### src/rtl/intl_dispatch.sv
// ----------------------------------------------------------------------------
// intl_dispatch
//
// Dispatches instructions from the decoder to the integer-logic unit and writes
// the results back to the register file.
//   - A 2-entry FIFO buffers accepted {fct, ra, rb, rc, const} tuples.
//   - The FIFO head reads the register file combinationally and issues into
//     registered unit drive (exu_*) unless a RAW hazard or a same-function
//     bubble holds it back.
//   - Three pipeline trackers (I, X, W) carry each issued entry's destination
//     until its write-back. They also supply the hazard check.
//
// Ports
//   clk, rst_n                  clock; asynchronous active-low reset
//   in_valid / in_ready         decode handshake
//   in_fct, in_ra, in_rb,       instruction fields; in_const[8] = literal
//   in_rc, in_const             valid, in_const[7:0] = literal
//   rf_raddr_a/b, rf_rdata_a/b  combinational register-file read port
//   exu_fct, exu_op1/2,         registered drive to the logic unit
//   exu_const
//   exu_resdata, exu_cond       unit result / cmov condition (X stage)
//   rf_we, rf_waddr, rf_wdata   registered register-file write port
//   busy                        any buffered or in-flight instruction
// ----------------------------------------------------------------------------
module intl_dispatch #(
    parameter logic [6:0] BUBBLE_FCT = 7'h7F
) (
    input  logic        clk,
    input  logic        rst_n,
    input  logic        in_valid,
    output logic        in_ready,
    input  logic [6:0]  in_fct,
    input  logic [4:0]  in_ra,
    input  logic [4:0]  in_rb,
    input  logic [4:0]  in_rc,
    input  logic [8:0]  in_const,
    output logic [4:0]  rf_raddr_a,
    output logic [4:0]  rf_raddr_b,
    input  logic [63:0] rf_rdata_a,
    input  logic [63:0] rf_rdata_b,
    output logic [6:0]  exu_fct,
    output logic [63:0] exu_op1,
    output logic [63:0] exu_op2,
    output logic [8:0]  exu_const,
    input  logic [63:0] exu_resdata,
    input  logic        exu_cond,
    output logic        rf_we,
    output logic [4:0]  rf_waddr,
    output logic [63:0] rf_wdata,
    output logic        busy
);

    localparam logic [4:0] R31 = 5'd31;

    typedef struct packed {
        logic [6:0] fct;
        logic [4:0] ra;
        logic [4:0] rb;
        logic [4:0] rc;
        logic [8:0] cst;
    } instr_t;

    // FIFO storage and pointers
    instr_t     r_fifo [2];
    logic       r_rd_ptr;
    logic       r_wr_ptr;
    logic [1:0] r_count;

    // Unit drive registers
    logic [6:0]  r_exu_fct;
    logic [63:0] r_exu_op1;
    logic [63:0] r_exu_op2;
    logic [8:0]  r_exu_const;

    // Pipeline trackers; the W stage destination lives in r_rf_waddr
    logic        r_i_valid;
    logic [4:0]  r_i_rc;
    logic        r_x_valid;
    logic [4:0]  r_x_rc;
    logic        r_w_valid;
    logic        r_rf_we;
    logic [4:0]  r_rf_waddr;
    logic [63:0] r_rf_wdata;

    logic   w_empty;
    logic   w_full;
    logic   w_push;
    instr_t w_head;
    logic   w_hazard;
    logic   w_bubble;
    logic   w_issue;

    // True when a non-R31 source matches the destination of a valid stage.
    function automatic logic src_pending(
        input logic [4:0] src,
        input logic       i_v, input logic [4:0] i_rc,
        input logic       x_v, input logic [4:0] x_rc,
        input logic       w_v, input logic [4:0] w_rc
    );
        return (src != R31) &&
               ((i_v && (i_rc == src)) || (x_v && (x_rc == src)) ||
                (w_v && (w_rc == src)));
    endfunction

    assign w_empty = (r_count == 2'd0);
    assign w_full  = (r_count == 2'd2);
    // Gated by rst_n so the port reads low for the whole reset, and high as
    // soon as reset is released.
    assign in_ready = rst_n & ~w_full;
    assign w_push   = in_valid & in_ready;

    // NOTE: every signal assigned in always_comb gets a default first so that
    // no path leaves it unassigned and no latch is inferred.
    always_comb begin
        w_head   = r_fifo[r_rd_ptr];
        w_hazard = 1'b0;
        w_bubble = 1'b0;
        w_issue  = 1'b0;
        if (!w_empty) begin
            w_hazard = src_pending(w_head.ra, r_i_valid, r_i_rc, r_x_valid,
                                   r_x_rc, r_w_valid, r_rf_waddr) |
                       src_pending(w_head.rb, r_i_valid, r_i_rc, r_x_valid,
                                   r_x_rc, r_w_valid, r_rf_waddr);
            // The unit only re-evaluates on a function-code change, so a
            // repeated code needs a bubble in between. The bubble code itself
            // always decodes to a constant result and never needs one.
            w_bubble = (w_head.fct == r_exu_fct) && (w_head.fct != BUBBLE_FCT);
            w_issue  = !w_hazard && !w_bubble;
        end
    end

    assign rf_raddr_a = w_empty ? 5'd0 : w_head.ra;
    assign rf_raddr_b = w_empty ? 5'd0 : w_head.rb;

    // NOTE: the FIFO payload has no reset; the count qualifies every read, so
    // clearing the storage would only add reset fan-out.
    always_ff @(posedge clk) begin
        if (w_push) begin
            r_fifo[r_wr_ptr] <= '{fct: in_fct, ra: in_ra, rb: in_rb,
                                  rc: in_rc, cst: in_const};
        end
    end

    always_ff @(posedge clk or negedge rst_n) begin
        if (!rst_n) begin
            r_rd_ptr <= 1'b0;
            r_wr_ptr <= 1'b0;
            r_count  <= 2'd0;
        end else begin
            if (w_push)  r_wr_ptr <= ~r_wr_ptr;
            if (w_issue) r_rd_ptr <= ~r_rd_ptr;
            case ({w_push, w_issue})
                2'b10:   r_count <= r_count + 2'd1;
                2'b01:   r_count <= r_count - 2'd1;
                default: r_count <= r_count;
            endcase
        end
    end

    // Unit drive: the operands and the literal hold on non-issue edges, and
    // the function code drops to the bubble code.
    always_ff @(posedge clk or negedge rst_n) begin
        if (!rst_n) begin
            r_exu_fct   <= BUBBLE_FCT;
            r_exu_op1   <= '0;
            r_exu_op2   <= '0;
            r_exu_const <= '0;
        end else if (w_issue) begin
            r_exu_fct   <= w_head.fct;
            r_exu_op1   <= (w_head.ra == R31) ? 64'd0 : rf_rdata_a;
            r_exu_op2   <= (w_head.rb == R31) ? 64'd0 : rf_rdata_b;
            r_exu_const <= w_head.cst;
        end else begin
            r_exu_fct   <= BUBBLE_FCT;
        end
    end

    // I -> X -> W tracking and write-back capture
    always_ff @(posedge clk or negedge rst_n) begin
        if (!rst_n) begin
            r_i_valid  <= 1'b0;
            r_i_rc     <= '0;
            r_x_valid  <= 1'b0;
            r_x_rc     <= '0;
            r_w_valid  <= 1'b0;
            r_rf_we    <= 1'b0;
            r_rf_waddr <= '0;
            r_rf_wdata <= '0;
        end else begin
            r_i_valid <= w_issue;
            if (w_issue) r_i_rc <= w_head.rc;
            r_x_valid <= r_i_valid;
            r_x_rc    <= r_i_rc;
            r_w_valid <= r_x_valid;
            // A false cmov still occupies W; it just does not write.
            r_rf_we   <= r_x_valid & exu_cond & (r_x_rc != R31);
            if (r_x_valid) begin
                r_rf_waddr <= r_x_rc;
                r_rf_wdata <= exu_resdata;
            end
        end
    end

    assign exu_fct   = r_exu_fct;
    assign exu_op1   = r_exu_op1;
    assign exu_op2   = r_exu_op2;
    assign exu_const = r_exu_const;
    assign rf_we     = r_rf_we;
    assign rf_waddr  = r_rf_waddr;
    assign rf_wdata  = r_rf_wdata;
    assign busy      = ~w_empty | r_i_valid | r_x_valid | r_w_valid;

endmodule
### config.mk
export PLATFORM = sky130hd
export DESIGN_NAME = intl_dispatch
export DESIGN_NICKNAME = d
export VERILOG_FILES = /design/src/rtl/intl_dispatch.sv
export SDC_FILE = /design/constraint.sdc
export NUM_CORES = 1
export LEC_CHECK = 0
export CORE_AREA = 2 2 176 178
export DETAILED_ROUTE_END_ITERATION = 12
export DIE_AREA = 0 0 178 180
export PLACE_DENSITY = 0.71
export SLEW_MARGIN = 20
export SYNTH_ARGS = -nofsm -noshare
export SYNTH_HDL_FRONTEND = slang
export SYNTH_SLANG_ARGS = --single-unit
export TNS_END_PERCENT = 20
### constraint.sdc
create_clock -name clk -period 3.44 [get_ports clk]
set_clock_uncertainty 0.15 [all_clocks]
set_input_delay 0.344 -clock clk [delete_from_list [all_inputs] [get_ports clk]]
set_output_delay 0.344 -clock clk [all_outputs]
set_load 0.1 [all_outputs]
== Word-level counts from Yosys, hierarchy flattened ==
Memory sizes are Yosys's and may differ from the RTL's.
Cells that the tools add are included.
Operators by class
  reductions and logical operators: 18
  equality and inequality tests: 16
  muxes and demuxes: 9
  bitwise logic cells: 12
  add/sub/neg operators: 2
Operator list (count)
  $mux W64: 2
  $eq A5 B5 Y1: 6
  $ne A5 B5 Y1 const B: 3
  $eq A5 B5 Y1 const B: 2
  $logic_and A1 B1 Y1: 10
  $mux W5: 2
  $eq A7 B7 Y1: 1
  $mux W7: 1
  $ne A7 B7 Y1 const B: 1
  $and A1 B1 Y1: 4
  $eq A2 B2 Y1 const B: 2
  $logic_or A1 B1 Y1: 4
  $not A1 Y1: 4
  $or A1 B1 Y1: 4
  $pmux W2 S2: 1
  $mux W1: 3
  $add A2 B1 Y2 const B: 1
  $eq A2 B1 Y1 const B: 1
  $logic_not A1 Y1: 2
  $logic_not A2 Y1: 1
  $reduce_bool A2 Y1: 1
  $sub A2 B1 Y2 const B: 1
Word-level totals
  input port bits: 227
  memory bits (writable): 62
  memories kept: 1
  flip-flop bits (word level): 231
  output and inout bits: 226
Memories
  r_fifo: words 2, width 31, read ports 1, clocked after memory_dff 0, wr ports 1, RTL line 64  | instr_t r_fifo [2];

== Longest topological paths before layout ==
Gate-level depths: netlist (run 1).
An unclocked memory read counts as a cell.
  word-level depth: 12
  gate-level depth with buffers: 14

== Worst setup path before layout (run 1) ==
No wires, ideal clock.
  kind: reg-to-reg
  start: register r_count[0]
  end: memory r_fifo[0][0] (netlist name), enable pin
  data arrival time: 4.560 ns
  stages on the path, launching flop included: 5
  path buffers: 0
  path slack: -1.689 ns
  cells stage by stage: dfrtp_1 inv_1 a21boi_0 nand2_1 nor2_1
Between the ends
  word-level cells in the longest chain between the ends: 6
RTL lines
  start, declared: RTL line 67  | logic [1:0] r_count;
  start signal, assigned: RTL line 153  | 2'b10: r_count <= r_count + 2'd1;
  start signal, assigned: RTL line 154  | 2'b01: r_count <= r_count - 2'd1;
  start signal, assigned: RTL line 155  | default: r_count <= r_count;
  $eq A2 B2 Y1: RTL line 106  | assign w_full = (r_count == 2'd2);
  $not A1 Y1: RTL line 109  | assign in_ready = rst_n & ~w_full;
  $and A1 B1 Y1: RTL line 109
  named net in_ready: RTL line 31  | output logic in_ready,
  $and A1 B1 Y1: RTL line 110  | assign w_push = in_valid & in_ready;
  $mux W1: RTL line 138  | if (w_push) begin
  $mux W1 (not written as such): RTL line 139  | r_fifo[r_wr_ptr] <= '{fct: in_fct, ra: in_ra, rb: in_rb,
  end, declared: RTL line 64
The timed path passes the listed nets, and every way through them passes these cells.

== Worst setup path after layout (run 1) ==
  start: register r_rd_ptr
  end: register r_exu_const[8], in the netlist exu_const[8]
Between the ends
  word-level cells in the longest chain between the ends: 10
RTL lines
  start, declared: RTL line 65  | logic r_rd_ptr;
  start signal, assigned: RTL line 151  | if (w_issue) r_rd_ptr <= ~r_rd_ptr;
  $mem_v2 Z2 W31 (*)
  $eq A5 B5 Y1: RTL line 101  | ((i_v && (i_rc == src)) || (x_v && (x_rc == src)) ||
  $logic_and A1 B1 Y1: RTL line 101
  $logic_or A1 B1 Y1 (2 in a row): RTL line 101
  $logic_and A1 B1 Y1: RTL line 100  | return (src != R31) &&
  $or A1 B1 Y1: RTL line 121  | r_x_rc, r_w_valid, r_rf_waddr) |
  $logic_not A1 Y1: RTL line 128  | w_issue = !w_hazard && !w_bubble;
  $logic_and A1 B1 Y1: RTL line 128
  $mux W1: RTL line 119  | if (!w_empty) begin
  end signal, assigned: RTL line 172  | r_exu_const <= w_head.cst;
  end, declared: RTL line 73  | logic [8:0] r_exu_const;
Every way passes the cells marked *; elsewhere a longest branch is shown, timed or not.
A chain may end at the register's enable or synchronous reset.

==> out/results.ini, run 1 <==
[synthesis]
ys_warn_count = 0
synthTopCellsByArea = dfrtp_1, edfxtp_1, a22o_1
ys_top_cells_by_count = dfrtp_1, a22o_1, mux2_2
yosysMostFrequentCell = dfrtp_1
synth_ff_type = dfrtp_1
synth_top_cell_area_share_pct = 50.1
syn_area_mm2 = 0.0112
synth.avg_cell_area_um2 = 16.3
yosysTopAreaCell = dfrtp_1
synth_nets = 915
ys_ff_latch = 293
netlist_instances = 687
ys_seq_area_share_pct = 68.3
synth-edff-count = 62
synth.distinct_cells = 38
synthArstFlopShare_pct = 78.8

[setup_path]
arrival_ns = 3.47
crit_fanout = 22
end_kind = register
start_kind = register
ff2ff_path_depth = 10
crit_type = reg2reg
worstPathRequired_ns = 3.72

[cts]
clock_latency_ns = 0.55
clk_pin_slew_worst_paths_ns = 0.07
cts_max_path_buffers = 3
h-tree-depth = 1
cts_inserted_buffers = 30
cts_setup_buffers = 0
root_buffer = clkbuf_16
cts_resized = 0
numClockSinks = 293
tritoncts = done

[global_route]
grt_max_degree = 160
overflow = 0
antenna_found_initial = 3
grt_pass1_vias = 7925
grt.total_usage_pct = 19.9
grt_pass1_wl_um = 49000

[die]
std_cell_rows = 64
die_w_um = 178
ios = 453
die_h_um = 180
start_util_pct = 37.1
design.core.area_mm2 = 0.0302
die_area_mm2 = 0.0320

[timing]
rsz0062_at_grt = no
fin_crit_ns = 3.19
final.period_utilization_pct = 92.6
fmax_mhz = 314
fin_hold_ws_ns = 0.0381
max_slew_margin_pct = 25.4
worst_pin_slew_ns = 1.12
hold_violations = 0
worst_slack_ns = 0.254
setup-tns-final_ns = 0
setup_viol = 0
drv_slew = 0

[route]
wire_per_inst_um = 20.9
avgViaCountPerCell = 4.94
drt_iter0_markers = 444
antenna_left = 0
wl_um = 32800
firstDrtPassIters = 4
vias = 7739
drc_errors = 0

[placement]
hpwl_um = 23500
place.gp.congestion = 0.878
portBuffers = 452
pre_cts_ws_ns = 0.247

[outcome]
outcome = completed

[final_layout]
synthToLayoutAreaGrowth_pct = 52.7
nNetsFinal = 1372
drive_above_1_share_pct = 17.9

[run]
cap_violations = 0

[hold_path]
hold_path_class = in2async

## cell usage in the layout, fill, tap and decap left out, types with 2 or more instances in the layout
cell,instances
clkdlybuf4s50_1,425
dfrtp_1,222
a22o_1,128
mux2_2,85
edfxtp_1,62
buf_4,34
clkbuf_16,32
xnor2_1,28
xor2_1,14
nand2_1,13
nor2_1,13
mux2_4,12
nand3_1,11
clkbuf_1,10
mux2i_1,8
clkinv_2,7
dfstp_2,7
buf_12,7
nor4_1,6
a31oi_1,4
mux2i_2,4
mux2i_4,4
diode_2,3
bufinv_16,3
o21ai_0,2
nand4_1,2
and3_1,2
clkbuf_8,2
dfrtp_2,2
## worst paths after layout
| check | from | to | slack, ns |
|---|---|---|---|
| setup reg to reg | r_rd_ptr | exu_const[8] | 0.25 |
| hold / removal | rst_n | exu_op2[18] | 0.04 |
| hold reg to reg | exu_op1[61] | exu_op1[61] | 0.35 |
| min in group clk | exu_cond | rf_we | 0.19 |
| setup / recovery | r_rd_ptr | exu_const[8] | 0.25 |
| max in group asynchronous | rst_n | r_rd_ptr | 1.96 |
## critical path, cell delays in order (launching register included)
cell	delay, ns
dfrtp_2	0.38
buf_12	0.19
mux2i_1	0.51
xnor2_1	0.18
nor4_1	0.08
nand3_1	0.08
nand3_1	0.20
a211o_4	0.50
inv_2	0.09
buf_4	0.32
mux2_2	0.37
## sequential cells by signal, indices dropped and copies added, names as in the netlist
name	flops
r_count	2
exu_const	9
exu_op1	64
r_i_rc	5
r_x_valid	1
r_rd_ptr	1
r_w_valid	1
r_fifo	62
r_x_rc	5
exu_op2	64
r_i_valid	1
r_wr_ptr	1
exu_fct	7
rf_wdata	64
rf_we	1
rf_waddr	5
## kinds of logic after synthesis
logic type,synth area share [%]
compound gates,11.0
xor+xnor,3.29
fa+ha+maj,0.112
buf+inv,2.79
flops,68.3
mux,12.2
simple gates,2.30
## what timing repair did
action,in CTS,in global routing
endpoints found under the hold margin,224,0
hold buffers,1,0
setup endpoints to repair,0,0
## final cells by class
cell class | count | area [um^2]
antenna | 3 | 7.51
clock buffer | 44 | 866
clock inverter | 12 | 138
fill | 2447 | 13100
inverter | 2 | 7.51
multi-input combinational | 349 | 3250
sequential | 293 | 7650
tap | 396 | 495
timing repair buffer | 468 | 4670
## through the flow
step	instances	utilization, %	instance area, um^2
final	1567	56.6	17100
after global routing	1565	56.6	17100
after floorplan	687	-	11200
after global placement	1507	53.2	16100
after detailed placement	1507	53.2	16100
after CTS	1564	56.6	17100
## layer usage
metal	vias up	GRT usage (%)	routed length, um
met5	-	0	0
met4	0	6.89	1260
met3	68	5.22	2540
met2	295	34.3	16500
met1	3885	23.8	12400
li1	3491	-	-
Power of run 1 is left out: the tool's default activity adds up to more than one toggle a clock period on the data nets, which glitch-free logic cannot reach.
==> inputs of run 2 (changes only) <==
--- a/config.mk
+++ b/config.mk
@@ -5,10 +5,10 @@
 export SDC_FILE = /design/constraint.sdc
 export NUM_CORES = 1
 export LEC_CHECK = 0
-export CORE_AREA = 2 2 176 178
+export CORE_ASPECT_RATIO = 0.6
+export CORE_UTILIZATION = 40
 export DETAILED_ROUTE_END_ITERATION = 12
-export DIE_AREA = 0 0 178 180
-export PLACE_DENSITY = 0.71
+export PLACE_DENSITY = 0.75
 export SLEW_MARGIN = 20
 export SYNTH_ARGS = -nofsm -noshare
 export SYNTH_HDL_FRONTEND = slang
==> out/results.ini, run 2 (synthesized netlist as in run 1, its figures left out) <==
[hold_path]
hold_path_class = in2async

[setup_path]
arrival_ns = 3.48  ; about the same
crit_fanout = 129  ; +490%
end_kind = register
crit_type = reg2reg
critPathLaunch = r_rd_ptr
regToRegStartpoint = r_rd_ptr
start_kind = register
worstPathRequired_ns = 3.77  ; +0.05 ns

[outcome]
outcome = completed

[cts]
clock_latency_ns = 0.54  ; about the same
cts_inserted_buffers = 28  ; -6.7%
numClockSinks = 293  ; unchanged
clk_pin_slew_worst_paths_ns = 0.07  ; about the same
root_buffer = clkbuf_16
tritoncts = done
cts_max_path_buffers = 3  ; unchanged
cts_resized = 0  ; unchanged
cts_setup_buffers = 0  ; unchanged
cts_hold_buf = 1  ; unchanged
h-tree-depth = 1  ; unchanged

[timing]
fin_crit_ns = 3.15  ; -0.0380 ns
worst_pin_slew_ns = 1.06  ; -0.0528 ns
max_slew_margin_pct = 28.9  ; +3.5 points
drv_slew = 0  ; unchanged
hold_violations = 0  ; unchanged
setup-tns-final_ns = 0  ; unchanged
final.period_utilization_pct = 91.5  ; -1.1 points
rsz0062_at_grt = no
fmax_mhz = 318  ; +1.2%
worst_slack_ns = 0.292  ; +0.0380 ns
setup_viol = 0  ; unchanged

[run]
cap_violations = 0  ; unchanged

[final_layout]
nNetsFinal = 1369  ; -0.22%
mostFrequentLayoutCell = clkdlybuf4s50_1
final_core_util_pct = 61.7  ; +5.1 points
design_area_mm2 = 0.0170  ; -0.60%
layout_common_cells = clkdlybuf4s50_1, dfrtp_1, a22o_1, mux2_2, edfxtp_1
drive_above_1_share_pct = 19.5  ; +1.6 points
synthToLayoutAreaGrowth_pct = 51.8

[die]
ios = 453  ; unchanged
start_util_pct = 40.7  ; +3.6 points
std_cell_rows = 47  ; -27%
design.core.area_mm2 = 0.0275  ; -8.8%
die_h_um = 132  ; -27%
die_area_mm2 = 0.0287  ; -10%
die_w_um = 218  ; +22%

[global_route]
overflow = 0  ; unchanged
grt_max_degree = 130  ; -19%
grt.total_usage_pct = 23.4  ; +3.6 points
antenna_found_initial = 1  ; -2
grt_pass1_wl_um = 50800  ; +3.7%
grt_pass1_vias = 8167  ; +3.1%

[placement]
pre_cts_ws_ns = 0.338  ; +0.0903 ns
hpwl_um = 24100  ; +2.8%
portBuffers = 452  ; unchanged
place.gp.congestion = 0.926  ; +5.5%
placed_area_mm2 = 0.0160  ; -0.65%

[route]
antenna_left = 0  ; unchanged
vias = 7774  ; +0.45%
avgViaCountPerCell = 5.08  ; +2.8%
drc_errors = 0  ; unchanged
firstDrtPassIters = 5  ; +1
wl_um = 33900  ; +3.3%
drt_iter0_markers = 551  ; +24%
wire_per_inst_um = 22.1  ; +5.7%

## run 2: critical path, stage by stage, from the launching register on
cell,delay (ns)
dfrtp_2,0.40
buf_12,0.22
mux2i_2,0.54
xnor2_1,0.13
nor4_1,0.22
nand3_1,0.15
a31oi_1,0.32
a211o_4,0.17
buf_12,0.41
a22o_1,0.25
## run 2: per-stage QoR
step / instances / hold WS (ns)
2_1_floorplan: 687 / -0.102
3_3_place_gp: 1477 / 0.109
3_5_place_dp: 1477 / 0.109
4_1_cts: 1530 / 0.107
5_1_grt: 1531 / 0.139
6_report: 1531 / 0.136
## run 2: metal layers
metal	global-route usage (%)	routed length [um]	vias up
li1	-	-	3475
met5	0	0	-
met3	7.31	2890	36
met2	38.5	16300	308
met1	30.2	14000	3955
met4	5.44	701	0
## run 2: cell type report
class                   count  area [um^2]
fillers                  2126        10500
inverters                   2         7.51
diodes                      1         2.50
multi-input cells         349         3260
well taps                 367          459
clock inverters            20          263
repair buffers            467         4600
clock buffers              32          747
flip-flops and latches    293         7650
## run 2: path summary, 6_finish.rpt
check | depth (start not counted) | slack [ns] | endpoint
worst max-delay path | 9 | 0.29 | exu_op2[27]
worst min-delay path | 2 | 0.14 | rf_wdata[2]
worst max register to register | 9 | 0.29 | exu_op2[27]
worst min register to register | 1 | 0.35 | exu_op2[10]
max in group asynchronous | 3 | 1.85 | r_rd_ptr
min in group clk | 3 | 0.19 | rf_we
Power of run 2 is left out for the same reason.
==> inputs of run 3 (changes only) <==
--- a/config.mk
+++ b/config.mk
@@ -9,6 +9,7 @@
 export CORE_UTILIZATION = 40
 export DETAILED_ROUTE_END_ITERATION = 12
 export PLACE_DENSITY = 0.75
+export RECOVER_POWER = 100
 export SLEW_MARGIN = 20
 export SYNTH_ARGS = -nofsm -noshare
 export SYNTH_HDL_FRONTEND = slang
==> out/results.ini, run 3 (synthesized netlist as in run 1, its figures left out) <==
[route]
wl_um = 33800  ; about the same
drc_errors = 0  ; unchanged
avgViaCountPerCell = 5.09  ; +0.30%
firstDrtPassIters = 4  ; -1
wire_per_inst_um = 22.1  ; about the same
antenna_left = 0  ; unchanged
drt_iter0_markers = 511  ; -7.3%
vias = 7797  ; +0.30%

[setup_path]
crit_fanout = 64  ; -50%
start_kind = register
regToRegStartpoint = r_rd_ptr
r2r-end = exu_op1[33]
r2r_slack_ns = 0.28  ; about the same
worstPathRequired_ns = 2.95  ; -0.82 ns
crit_type = reg2out
end_kind = output port
arrival_ns = 2.74  ; -0.74 ns
ff2ff_path_depth = 9  ; unchanged

[cts]
cts_max_path_buffers = 3  ; unchanged
cts_resized = 0  ; unchanged
cts_inserted_buffers = 28  ; unchanged
clock_latency_ns = 0.54  ; about the same
h-tree-depth = 1  ; unchanged
root_buffer = clkbuf_16
cts_setup_buffers = 0  ; unchanged
numClockSinks = 293  ; unchanged
clk_pin_slew_worst_paths_ns = 0.06  ; about the same
tritoncts = done

[die]
die_w_um = 218  ; unchanged
ios = 453  ; unchanged
std_cell_rows = 47  ; unchanged
die_area_mm2 = 0.0287  ; unchanged
start_util_pct = 40.7  ; unchanged
design.core.area_mm2 = 0.0275  ; unchanged
die_h_um = 132  ; unchanged

[timing]
worst_pin_slew_ns = 1.78  ; +0.719 ns
max_slew_margin_pct = -18.8  ; -48 points
setup_viol = 0  ; unchanged
final.period_utilization_pct = 93.9  ; +2.4 points
setup-tns-final_ns = 0  ; unchanged
hold_violations = 0  ; unchanged
rsz0062_at_grt = no
fin_crit_ns = 3.23  ; +0.0815 ns
drv_slew = 190  ; +190
fmax_mhz = 310  ; -2.5%

[final_layout]
nNetsFinal = 1369  ; unchanged
mostFrequentLayoutCell = dfrtp_1
drive_above_1_share_pct = 15.2  ; -4.3 points
synthToLayoutAreaGrowth_pct = 49.9
final_cells = 1531  ; unchanged
layout_common_cells = dfrtp_1, dlygate4sd3_1, clkdlybuf4s50_1, a22o_1, mux2_2
n_fill_cell = 2163  ; +1.7%

[run]
cap_violations = 2  ; +2

[outcome]
outcome = finished, violations left
violations = capacitance limit, slew limit

[placement]
dp_cells = 1477  ; unchanged
place.gp.congestion = 0.926  ; unchanged
hpwl_um = 24100  ; unchanged
portBuffers = 452  ; unchanged

[global_route]
overflow = 0  ; unchanged
antenna_found_initial = 2  ; +1
grt_pass1_wl_um = 50800  ; unchanged
grt_pass1_vias = 8167  ; unchanged
grt.total_usage_pct = 23.4  ; unchanged
grt_max_degree = 130  ; unchanged

[hold_path]
hold_path_class = in2async

==> run 3: cell count changes in the layout (fill, tap and decap cells not counted), sizes merged <==
| cell | delta |
|---|---|
| clkdlybuf4s50 | -215 |
| dlygate4sd3 | +215 |
| buf | -40 |
| clkbuf | +40 |
==> run 3: how the worst max path moves through the flow <==
stage / from / end / slack (ns)
global placement: r_rd_ptr / exu_op2[47] / 0.47
floorplan: r_count[0] / r_fifo[0][0] / 0.40
finish: r_x_valid / busy / 0.21
detailed placement: r_rd_ptr / exu_op1[33] / 0.34
global route: r_x_valid / busy / 0.08
CTS: r_rd_ptr / exu_op1[33] / 0.33
==> run 3: area by class of cell <==
class | instances | area, um^2 | share of cell area [%]
inverter | 2 | 7.51 | 0.0447
clock buffer | 32 | 747 | 4.45
multi-input combinational | 349 | 3200 | 19.1
antenna | 1 | 2.50 | 0.0149
sequential | 293 | 7650 | 45.6
timing repair buffer | 467 | 4450 | 26.5
clock inverter | 20 | 263 | 1.57
tap | 367 | 459 | 2.74
==> run 3: repair_timing <==
action	4_1_cts	5_1_grt
endpoints found under the setup margin	0	0
hold buffers	1	0
hold endpoints to repair	43	0
==> run 3: per-stage QoR <==
step	hold slack, ns	setup slack (ns)	area, um^2	utilization [%]
6_report	0.131	0.210	16800	61.0
5_1_grt	0.135	0.0826	16800	61.0
4_1_cts	0.107	0.328	17000	61.7
3_5_place_dp	0.109	0.338	16000	58.0
3_3_place_gp	0.109	0.472	16000	58.0
2_1_floorplan	-0.102	0.404	11200	-
==> run 3: metal layers <==
metal  vias up  wire length, um  global-route usage [%]
met1      3970            14000                    30.2
li1       3475                -                       -
met2       314            16400                    38.5
met4         2              627                    5.44
met3        36             2780                    7.31
met5         -               13                       0
==> run 3: worst max-delay path: stages, from the launching register on <==
cell	delay, ns
dfrtp_1	0.65
buf_4	0.74
nor3_1	0.17
nand2_1	0.15
buf_2	0.44
Power of run 3 is left out for the same reason.
